**config.mk**
```make
export PLATFORM = sky130hd
export DESIGN_NAME = uart_msg_framer
export DESIGN_NICKNAME = d
export VERILOG_FILES = /design/src/rtl/uart_msg_framer_pkg.sv /design/src/rtl/uart_msg_framer_tx_byte_if.sv /design/src/rtl/uart_msg_framer.sv
export SDC_FILE = /design/constraint.sdc
export NUM_CORES = 1
export LEC_CHECK = 0
export ABC_AREA = 1
export BUFFER_PORTS_ARGS = -buffer_cell sky130_fd_sc_hd__clkbuf_2
export CAP_MARGIN = 20
export CORE_ASPECT_RATIO = 0.5
export CORE_MARGIN = 1
export CORE_UTILIZATION = 58
export CTS_BUF_LIST = sky130_fd_sc_hd__clkbuf_8
export DETAILED_ROUTE_END_ITERATION = 16
export GPL_ROUTABILITY_DRIVEN = 0
export HOLD_SLACK_MARGIN = 0.12
export PLACE_DENSITY_LB_ADDON = 0.3
export RECOVER_POWER = 50
export SYNTH_ARGS = -nofsm -noshare
export SYNTH_HDL_FRONTEND = slang
export SYNTH_HIERARCHICAL = 1
export SYNTH_SLANG_ARGS = --single-unit
```
**constraint.sdc**
```tcl
create_clock -name clk -period 3 [get_ports clk]
set_input_delay 0.15 -clock clk [delete_from_list [all_inputs] [get_ports clk]]
set_output_delay 0.15 -clock clk [all_outputs]
set_load 0.05 [all_outputs]
```
**src/rtl/uart_msg_framer_pkg.sv**
```systemverilog
`default_nettype none
// ---------------------------------------------------------------------------
// | Module     : uart_msg_framer_pkg                                        |
// | Description: Shared frame constants and state encodings for the UART    |
// |              message framer and its byte handshake sub-module.          |
// | Revision   : 1.0 - initial release                                      |
// ---------------------------------------------------------------------------
package uart_msg_framer_pkg;

  // Special frame bytes; the RX decoder uses the same values
  localparam logic [7:0] SP_SYNC = 8'h7E;
  localparam logic [7:0] SP_ESC  = 8'hFE;
  localparam logic [7:0] SP_END  = 8'h03;

  // Frame-level sequencing states
  typedef enum logic [2:0] {
    ST_IDLE  = 3'd0,
    ST_SYNC  = 3'd1,
    ST_BCNT  = 3'd2,
    ST_BODY  = 3'd3,
    ST_TAIL  = 3'd4,
    ST_DRAIN = 3'd5
  } frame_state_e;

  // Per-byte uart handshake phases; LOAD is the cycle ld_tx_data is high
  typedef enum logic [1:0] {
    PH_IDLE   = 2'd0,
    PH_SETTLE = 2'd1,
    PH_WAIT   = 2'd2
  } tx_phase_e;

  // Bytes that would be mistaken for frame control by the receiver
  function automatic logic needs_escape(input logic [7:0] b);
    return (b == SP_SYNC) || (b == SP_ESC);
  endfunction

endpackage
`default_nettype wire

```
**src/rtl/uart_msg_framer_tx_byte_if.sv**
```systemverilog
`default_nettype none
// ---------------------------------------------------------------------------
// | Module     : uart_msg_framer_tx_byte_if                                 |
// | Description: Hands one byte at a time to the uart transmitter, inserting|
// |              an escape byte when requested, with LOAD/SETTLE/WAIT       |
// |              handshake on tx_empty.                                     |
// | Revision   : 1.0 - initial release                                      |
// ---------------------------------------------------------------------------
module uart_msg_framer_tx_byte_if
  import uart_msg_framer_pkg::*;
(
  input  logic       clk,
  input  logic       reset,       // asynchronous, active-low
  input  logic [7:0] byte_in,
  input  logic       byte_valid,
  input  logic       byte_stuff,  // byte may be escaped
  input  logic       tx_empty,
  output logic [7:0] tx_data,
  output logic       ld_tx_data,
  output logic       byte_done,   // data byte (not the ESC) handed to uart
  output logic       tx_idle      // no handshake outstanding, uart drained
);

  tx_phase_e  phase_q, phase_d;
  logic       esc_q, esc_d;       // ESC already sent for the current byte
  logic [7:0] data_q, data_d;     // last byte handed to uart
  logic       can_load;
  logic       need_esc;
  logic [7:0] load_byte;

  // Handshake phase sequencing and escape insertion
  always_comb begin
    phase_d   = phase_q;
    esc_d     = esc_q;
    data_d    = data_q;
    can_load  = tx_empty && byte_valid &&
                ((phase_q == PH_IDLE) || (phase_q == PH_WAIT));
    need_esc  = byte_stuff && needs_escape(byte_in) && !esc_q;
    load_byte = need_esc ? SP_ESC : byte_in;
    if (can_load) begin
      phase_d = PH_SETTLE;
      data_d  = load_byte;
      esc_d   = need_esc;
    end else begin
      case (phase_q)
        PH_SETTLE: phase_d = PH_WAIT;          // uart empty flag lags the load
        PH_WAIT:   if (tx_empty) phase_d = PH_IDLE;
        default:   phase_d = phase_q;
      endcase
    end
  end

  // Outputs: the loaded byte appears in the LOAD cycle and is then held
  always_comb begin
    ld_tx_data = can_load;
    byte_done  = can_load && !need_esc;
    tx_data    = can_load ? load_byte : data_q;
    tx_idle    = (phase_q == PH_IDLE);
  end

  // Handshake state registers
  always_ff @(posedge clk or negedge reset) begin
    if (!reset) begin
      phase_q <= PH_IDLE;
      esc_q   <= 1'b0;
      data_q  <= 8'h00;
    end else begin
      phase_q <= phase_d;
      esc_q   <= esc_d;
      data_q  <= data_d;
    end
  end

endmodule
`default_nettype wire

```
**src/rtl/uart_msg_framer.sv**
```systemverilog
`default_nettype none
// ---------------------------------------------------------------------------
// | Module     : uart_msg_framer                                            |
// | Description: Frames a parallel message as SYNC, BCNT, BODY, END with    |
// |              byte stuffing and feeds it byte-by-byte to a uart tx port. |
// | Revision   : 1.0 - initial release                                      |
// ---------------------------------------------------------------------------
module uart_msg_framer
  import uart_msg_framer_pkg::*;
#(
  parameter int MAXBYTES = 10
) (
  input  logic                  clk,
  input  logic                  reset,      // asynchronous, active-low
  input  logic [8*MAXBYTES-1:0] msg_data,
  input  logic [7:0]            msg_len,
  input  logic                  msg_valid,
  output logic                  msg_ready,
  output logic [7:0]            tx_data,
  output logic                  ld_tx_data,
  output logic                  tx_enable,
  input  logic                  tx_empty,
  output logic                  frame_done,
  output logic                  len_err
);

  frame_state_e          state_q, state_d;
  logic [8*MAXBYTES-1:0] data_q, data_d;
  logic [7:0]            len_q, len_d;
  logic [7:0]            idx_q, idx_d;
  logic                  frame_done_q, frame_done_d;
  logic                  len_err_q, len_err_d;

  logic                  len_ok;
  logic [7:0]            body_byte;
  logic [7:0]            byte_sel;
  logic                  byte_valid;
  logic                  byte_stuff;
  logic                  byte_done;
  logic                  tx_idle;

  // Select the byte the current frame state wants on the wire
  always_comb begin
    body_byte = 8'h00;
    for (int k = 0; k < MAXBYTES; k++) begin
      if (idx_q == 8'(k)) body_byte = data_q[8*k +: 8];
    end
    byte_valid = 1'b1;
    byte_stuff = 1'b0;
    case (state_q)
      ST_SYNC: byte_sel = SP_SYNC;
      ST_BCNT: begin byte_sel = len_q;     byte_stuff = 1'b1; end
      ST_BODY: begin byte_sel = body_byte; byte_stuff = 1'b1; end
      ST_TAIL: byte_sel = SP_END;
      default: begin byte_sel = 8'h00;     byte_valid = 1'b0; end
    endcase
  end

  // Frame sequencing: advance only when a data byte has been handed over
  always_comb begin
    state_d      = state_q;
    data_d       = data_q;
    len_d        = len_q;
    idx_d        = idx_q;
    frame_done_d = 1'b0;
    len_err_d    = 1'b0;
    len_ok       = (msg_len != 8'd0) && (msg_len <= 8'(MAXBYTES));
    case (state_q)
      ST_IDLE: begin
        if (msg_valid) begin
          if (len_ok) begin
            data_d  = msg_data;
            len_d   = msg_len;
            idx_d   = 8'd0;
            state_d = ST_SYNC;
          end else begin
            len_err_d = 1'b1;
          end
        end
      end
      ST_SYNC: if (byte_done) state_d = ST_BCNT;
      ST_BCNT: if (byte_done) state_d = ST_BODY;
      ST_BODY: begin
        if (byte_done) begin
          if (idx_q == len_q - 8'd1) state_d = ST_TAIL;
          else                       idx_d   = idx_q + 8'd1;
        end
      end
      ST_TAIL: if (byte_done) state_d = ST_DRAIN;
      ST_DRAIN: begin
        if (tx_idle) begin
          frame_done_d = 1'b1;
          state_d      = ST_IDLE;
        end
      end
      default: state_d = ST_IDLE;
    endcase
  end

  // Frame state registers
  always_ff @(posedge clk or negedge reset) begin
    if (!reset) begin
      state_q      <= ST_IDLE;
      data_q       <= '0;
      len_q        <= 8'd0;
      idx_q        <= 8'd0;
      frame_done_q <= 1'b0;
      len_err_q    <= 1'b0;
    end else begin
      state_q      <= state_d;
      data_q       <= data_d;
      len_q        <= len_d;
      idx_q        <= idx_d;
      frame_done_q <= frame_done_d;
      len_err_q    <= len_err_d;
    end
  end

  uart_msg_framer_tx_byte_if u_tx_byte_if (
    .clk        (clk),
    .reset      (reset),
    .byte_in    (byte_sel),
    .byte_valid (byte_valid),
    .byte_stuff (byte_stuff),
    .tx_empty   (tx_empty),
    .tx_data    (tx_data),
    .ld_tx_data (ld_tx_data),
    .byte_done  (byte_done),
    .tx_idle    (tx_idle)
  );

  // Status outputs derived from the frame state
  always_comb begin
    msg_ready  = (state_q == ST_IDLE);
    tx_enable  = (state_q != ST_IDLE);
    frame_done = frame_done_q;
    len_err    = len_err_q;
  end

endmodule
`default_nettype wire

```
# --- Yosys cells after proc, flatten, opt, wreduce, memory -nomap -nowiden ---
# Index checks and enable logic that the tools add are counted.
totals:
  register_bits: 112
  out_inout_bits: 13
  elab_cells: 101
classes:
  n_addsub: 2
  order_cmp: 1
  eq_ne: 29
  muxes: 37
  reduce_logical: 23
ops:
  columns: ["cell", "count"]
  rows:
  - ["two-way mux 8 bit", 16]
  - ["equality test 8 x 3 -> 1 bit, second input constant", 4]
  - ["case mux 8 bit (4 select lines)", 1]
  - ["two-way mux 3 bit", 8]
  - ["case mux 3 bit (6 select lines)", 1]
  - ["equality test 8 x 2 -> 1 bit, second input constant", 2]
  - ["equality test 8 x 4 -> 1 bit, second input constant", 2]
  - ["!= test 2 bit, second input constant", 8]
  - ["case mux 8 bit (2 select lines)", 1]
  - ["adder 8 x 1 -> 8 bit, second input constant", 1]
  - ["equality test 8 x 1 -> 1 bit, second input constant", 1]
  - ["equality test 8 x 7 -> 1 bit, second input constant", 1]
  - ["equality test 8 bit", 1]
  - ["equality test 8 bit, second input constant", 1]
  - ["<= comparator 8 x 4 -> 1 bit, second input constant", 1]
  - ["logical NOT 8 bit", 1]
  - ["AND reduction 8 bit", 1]
  - ["nonzero test 8 bit", 1]
  - ["subtractor 8 x 1 -> 8 bit, second input constant", 1]
  - ["two-way mux 1 bit", 7]
  - ["equality test 3 x 2 -> 1 bit, second input constant", 2]
  - ["equality test 3 bit, second input constant", 2]
  - ["logical AND 1 bit", 6]
  - ["nonzero test 3 bit", 2]
  - ["other kinds (17)", 20]

# --- Depth between registers and ports, before layout ---
logic_depth:
  word_depth: 20
  depth_mapped: 27
  depth_no_buf: 27

# --- Modules after synthesis ---
# The synthesis kept the hierarchy.
modules_own_cells:
  columns: ["mod", "n_inst", "cells_each", "area_each_um2", "seq_area_each_um2"]
  rows:
  - ["uart_msg_framer", 1, 725, 5373.9, 2527.4]
  - ["uart_msg_framer_tx_byte_if", 1, 56, 484.2, 275.3]

# --- Worst setup path before layout ---
# OpenSTA, ideal clock, no wires.
synth_path:
  path_type: "reg2reg"
  start: "register idx_q[0]"
  end: "register idx_q[0]"
  setup_time_ps: 118
  arrival_ps: 2580
  slack_ps: 302
  path_stages_with_launch: 21
  path_buffers: 0
  period_less_slack_ps: 2698
  cell_sequence: "dfrtp_1 > inv_1 > ha_1 > inv_1 > nor3_4 > inv_1 > or2_2 > nand3_1 > nand3_1 > nand2_1 > nand2_1 > nand2_1 > nor2_2 > nand3_2 > nand2_2 > inv_2 > inv_1 > nand2_1 > nand3_2 > nand2_1 > nand2_1"
synth_via:
  elab_chain_cells: 20
synth_rtl:
  columns: ["item", "line", "source"]
  rows:
  - ["start, declared", "uart_msg_framer.sv:30", "logic [7:0] idx_q, idx_d;"]
  - ["start signal, assigned", "uart_msg_framer.sv:113", "idx_q <= idx_d;"]
  - ["logical NOT 8 bit", "uart_msg_framer.sv:46", "if (idx_q == 8'(k)) body_byte = data_q[8*k +: 8];"]
  - ["two-way mux 8 bit (9 in a row)", "uart_msg_framer.sv:46", null]
  - ["two-way mux 8 bit *", "uart_msg_framer.sv:46", null]
  - ["case mux 8 bit (4 select lines) *", "uart_msg_framer.sv:50", "case (state_q)"]
  - ["named net byte_sel[3]", "uart_msg_framer.sv:36", "logic [7:0] byte_sel;"]
  - ["equality test 8 x 7 -> 1 bit / equality test 8 bit (equally long branches)", "uart_msg_framer_pkg.sv:34", "return (b == SP_SYNC) || (b == SP_ESC);"]
  - ["logical OR 1 bit *", "uart_msg_framer_pkg.sv:34", null]
  - ["logical AND 1 bit * (2 in a row)", "uart_msg_framer_tx_byte_if.sv:38", "need_esc = byte_stuff && needs_escape(byte_in) && !esc_q;"]
  - ["logical NOT 1 bit *", "uart_msg_framer_tx_byte_if.sv:56", "byte_done = can_load && !need_esc;"]
  - ["logical AND 1 bit *", "uart_msg_framer_tx_byte_if.sv:56", null]
  - ["named net byte_done", "uart_msg_framer.sv:39", "logic byte_done;"]
  - ["!= test 2 bit (no line) *", null, null]
  - ["AND reduction 5 bit (no line) *", null, null]
# Mark *: on every way through the listed nets, which the timed path passes. The rest lies on a longest branch. The select of a mux whose other input is x is not followed.
# A chain may end at the register's enable or synchronous reset.

# --- Worst setup path after layout ---
layout_path:
  start: "register idx_q[0]"
  end: "output port tx_data[7]"
layout_via:
  elab_chain_cells: 18
layout_rtl:
  columns: ["item", "line", "source"]
  rows:
  - ["logical NOT 8 bit", "uart_msg_framer.sv:46", null]
  - ["two-way mux 8 bit (9 in a row)", "uart_msg_framer.sv:46", null]
  - ["two-way mux 8 bit *", "uart_msg_framer.sv:46", null]
  - ["case mux 8 bit (4 select lines) *", "uart_msg_framer.sv:50", null]
  - ["named net byte_sel[3]", "uart_msg_framer.sv:36", null]
  - ["equality test 8 x 7 -> 1 bit / equality test 8 bit (equally long branches)", "uart_msg_framer_pkg.sv:34", null]
  - ["logical OR 1 bit *", "uart_msg_framer_pkg.sv:34", null]
  - ["logical AND 1 bit * (2 in a row)", "uart_msg_framer_tx_byte_if.sv:38", null]
  - ["two-way mux 8 bit *", "uart_msg_framer_tx_byte_if.sv:39", "load_byte = need_esc ? SP_ESC : byte_in;"]
  - ["two-way mux 8 bit *", null, null]
  - ["end, declared", "uart_msg_framer.sv:19", "output logic [7:0] tx_data,"]
# Mark *: on every way through the listed nets, which the timed path passes. The rest lies on a longest branch.

==> summary.md <==
| Metric | Value |
|---|---|
| Status | `finished with violations` |
| Failing checks | `max-capacitance violations, max-slew violations, negative setup slack` |
| Die area | `10500 µm²` |
| DRT Pass-1 Iters | `12` |
| Critical Path, Cell by Cell | `inv_2 -> ha_4 -> nand2_4 -> nor2_4 -> buf_6 -> nand3_2 -> nand3_1 -> nand3_1 -> nand3_1 -> nand2_1 -> nand2_1 -> nand3_2 -> nand3_2 -> nand2_1 -> nand2_1 -> nand2_1 -> nor2_2 -> nand3_2 -> nand2_1 -> nand2_1 -> nand2_2 -> buf_8` |
| Kind of cell adding the most delay to the critical path | `simple AND/OR/NAND/NOR gates` |
| Num CTS Buffers | `9` |
| Final setup margin | `-336 ps` |
| Vias in the first global route | `6324` |
| Synth async-reset ratio | `100%` |
| Root Buffer | `clkbuf_8` |
| Critical path depth in cells | `22` |
| RSZ-0062 raised after global routing | `true` |
| DR DRC count | `0` |
| Yosys warnings | `6` |
| Pwr/cell area | `715 nW/µm²` |
| Clock buffer depth | `2` |
| Cells after synthesis | `slightly below 800` |
| DR vias | `7050` |
| Final Hold Fails | `0` |
| Fin util | `approximately 86%` |
| Max Transition Viols Final | `62` |
| Synth top area share | `47.8%` |
| Hold_sp | `msg_len[5]` |
| GR Util All Layers | `39.4%` |
| Post-synth EDFFs | `0` |
| Max incr delay on CP | `440 ps` |
| Synth Flop Type | `dfrtp_1` |
| Worst slew pin tran | `1610 ps` |
| Clk Latency, worst-skew pair | `~410 ps` |
| Initial DRC count | `1579` |
| Largest net degree at the start of global routing | `between 90 and 100` |
| Crit path time final | `approximately 3300 ps` |
| Tcrit/Tclk final | `111%` |
| CP Capture Point | `tx_data[7]` |
| Max-cap violations | `1` |
| CP required | `2850 ps` |
| Area growth syn-to-layout | `41.5%` |
| Initial antenna violation count | `0` |
| DR vias/cell | `between 6 and 7` |
| FF-to-FF Start | `idx_q[0]$_DFFE_PN0P_` |
| Synth Register Bits | `112` |
| Reg2reg path depth | `26` |
| Maximum vdd drop | `between 0.3 and 0.4 mV` |
| Ranking of synthesized cells by area | `dfrtp_1, nand2_1, a21oi_1, inv_1, nand3_1` |
| Worst setup path start | `idx_q[0]$_DFFE_PN0P_` |
| CTS tree | `built` |
| Final setup violating endpoints | `16` |
| Die height | `~73 µm` |
| FF-to-FF End | `idx_q[0]$_DFFE_PN0P_` |
| CTS sink cnt | `about 110` |
| FMAX | `300 MHz` |
| IO Count | `105` |
| R2R Setup Slk | `-200 ps` |
| Post-Syn Area | `5860 µm²` |
| Global-route wire length before repair | `a little over 30000 µm` |
| Max_slew headroom | `-7.52%` |
| Cell area after placement | `around 6600 µm²` |
| Row count | `25` |
| Number of port buffers | `roughly 100` |
| Fill count | `about 490` |
| Layout cell share with drive strength beyond 1 | `27.5%` |
| Gr ovfl total | `0` |
| Finished Cell Area | `8290 µm²` |
| Chip width | `144 µm` |
| Starting density of the core | `around 61%` |
| Pre-CTS setup slack | `-11.4 ps` |
| Post-layout nets | `1110` |
| H-tree Lvls | `3` |
| Area leader, netlist | `dfrtp_1` |
| Most frequent cell after synthesis | `nand2_1` |
| Leakage | `4.40 nW` |
| Worst Skew | `22.3 ps` |
| # diodes | `0` |
| CORE AREA | `roughly 9600 µm²` |
| HP Class | `input port to register` |
| WHS Path Cells | `5` |
| WP data arrival | `3190 ps` |
| Post-synth top cells | `nand2_1, dfrtp_1, inv_1` |
| Mapped Nets | `between 800 and 900` |
| Slowest cell on the critical path | `dfrtp_1` |
| Seq/Total Area, Yosys | `47.8%` |
| Critical path endpoint category | `primary output` |
| Startpoint Class | `register` |
| Bufs and invs on worst path | `3` |
| Unique masters post-synth | `36` |
| Hpwl dp | `10200 µm` |
| Mean Syn Cell Area | `7.50 µm²` |
| Antenna-violating nets left | `0` |
| Reg clk slew, reported paths | `120 ps` |
| Routed WL per cell | `20.2 µm` |
| Worst Path Max Fanout | `7` |
| Setup CP Type | `register to primary output` |
| Most frequent CP cell | `nand2_1` |
| DRT Wirelength | `23300 µm` |
routing by layer:
layer | part of all wire [%] | track usage, % | vias up
li1 | - | - | 2899
met1 | 35 | 49.1 | 3189
met2 | 43 | 61.8 | 712
met3 | 14 | 11.9 | 250
met4 | 8.3 | 22.6 | 0
met5 | 0 | 0 | -
sequential cells by signal, summed over array words and instances, names as in the netlist:
| signal | cells |
|---|---|
| idx_q | 8 |
| u_tx_byte_if/phase_q | 2 |
| u_tx_byte_if/data_q | 8 |
| len_q | 8 |
| state_q | 3 |
| len_err | 1 |
| frame_done | 1 |
| data_q | 80 |
| u_tx_byte_if/esc_q | 1 |
cells by family after synthesis:
logic type	count (synthesis)	synth area share [%]
XOR/XNOR	18	2.69
buffers and inverters	91	6.54
flip-flops	112	47.8
AO/OA/AOI/OAI	78	6.90
AND/OR/NAND/NOR	477	35.0
adder cells (fa/ha/maj)	5	1.07
worst register-to-register path, stage by stage, from the launching register on:
cell and delay [ps]:
dfrtp_1 440, inv_2 140, ha_4 180, nand2_4 70, nor2_4 260, buf_6 150
nand3_2 80, nand3_1 120, nand3_1 80, nand3_1 80, nand2_1 50, nand2_1 80
nand3_2 110, nand3_2 100, nand2_1 70, nand2_1 110, nand2_1 90, nor2_2 100
nand3_2 80, buf_4 140, nand2_2 60, inv_2 40, inv_4 70, nand2_4 80
nand3_4 160, nand2_2 110, nand2_1 90
layout by cell type, fill, tap and decap left out, types with 3 or more instances in the layout:
cell / instances
nand2_1: 322
dfrtp_1: 108
clkbuf_2: 94
dlygate4sd3_1: 87
a21oi_1: 44
buf_4: 44
inv_1: 42
nor2_1: 32
nand2_2: 29
o21ai_0: 27
nand3_1: 21
nand3_2: 18
inv_2: 15
buf_6: 14
xor2_1: 12
nand4_1: 11
clkbuf_8: 10
nor3_1: 6
or2_2: 6
nand2_4: 6
xnor2_1: 6
nor2_4: 5
or2_0: 5
nor2_2: 5
nor3_4: 4
ha_4: 4
dfrtp_2: 4
nand3_4: 3
inv_4: 3
o211ai_1: 3
or2_1: 3
worst min path at each step:
stage                                       end  slack, ps
after floorplan           data_q[0]$_DFFE_PN0P_       -150
after global placement        len_err$_DFF_PN0_        290
after detailed placement      len_err$_DFF_PN0_        290
after CTS                     len_err$_DFF_PN0_        170
after global routing          len_err$_DFF_PN0_        220
final                         len_err$_DFF_PN0_        170
power breakdown:
part	total, W	switching [W]	internal, W	leakage [nW]
clock network	0.000904	0.000575	0.000329	0.0891
registers	0.00244	0.000429	0.00201	1.44
logic	0.00258	0.00165	0.000933	2.88
total	0.00592	0.00265	0.00327	4.40
area by class of cell:
type,count,area (µm²),share of cell area (%)
Tap cell,135,169,2.04
Clock inverter,6,42.5,0.513
Clock buffer,10,138,1.66
Multi-Input combinational cell,580,2980,35.9
Inverter,63,251,3.03
Timing Repair Buffer,247,1910,23.0
Sequential cell,112,2810,33.9
repair_timing:
action                                 in CTS  in global routing
resized for setup                          35                 91
hold buffers                               87                  0
pin swaps                                  12                 40
buffers inserted                           15                 15
cloned                                      1                  1
endpoints found under the hold margin     146                  0
setup endpoints to repair                  10                 19
metrics by stage:
step                TNS (ps)  std cells  hold WS [ps]  total power, W
finish                 -2540       1153           172         0.00592
global route           -4430       1153           224         0.00618
CTS                        0       1137           172         0.00520
detailed placement     -38.0       1018           289         0.00416
global placement           0       1018           288         0.00410
floorplan                  0        781          -146         0.00356
No activity file was read; power rests on OpenSTA's default activity.
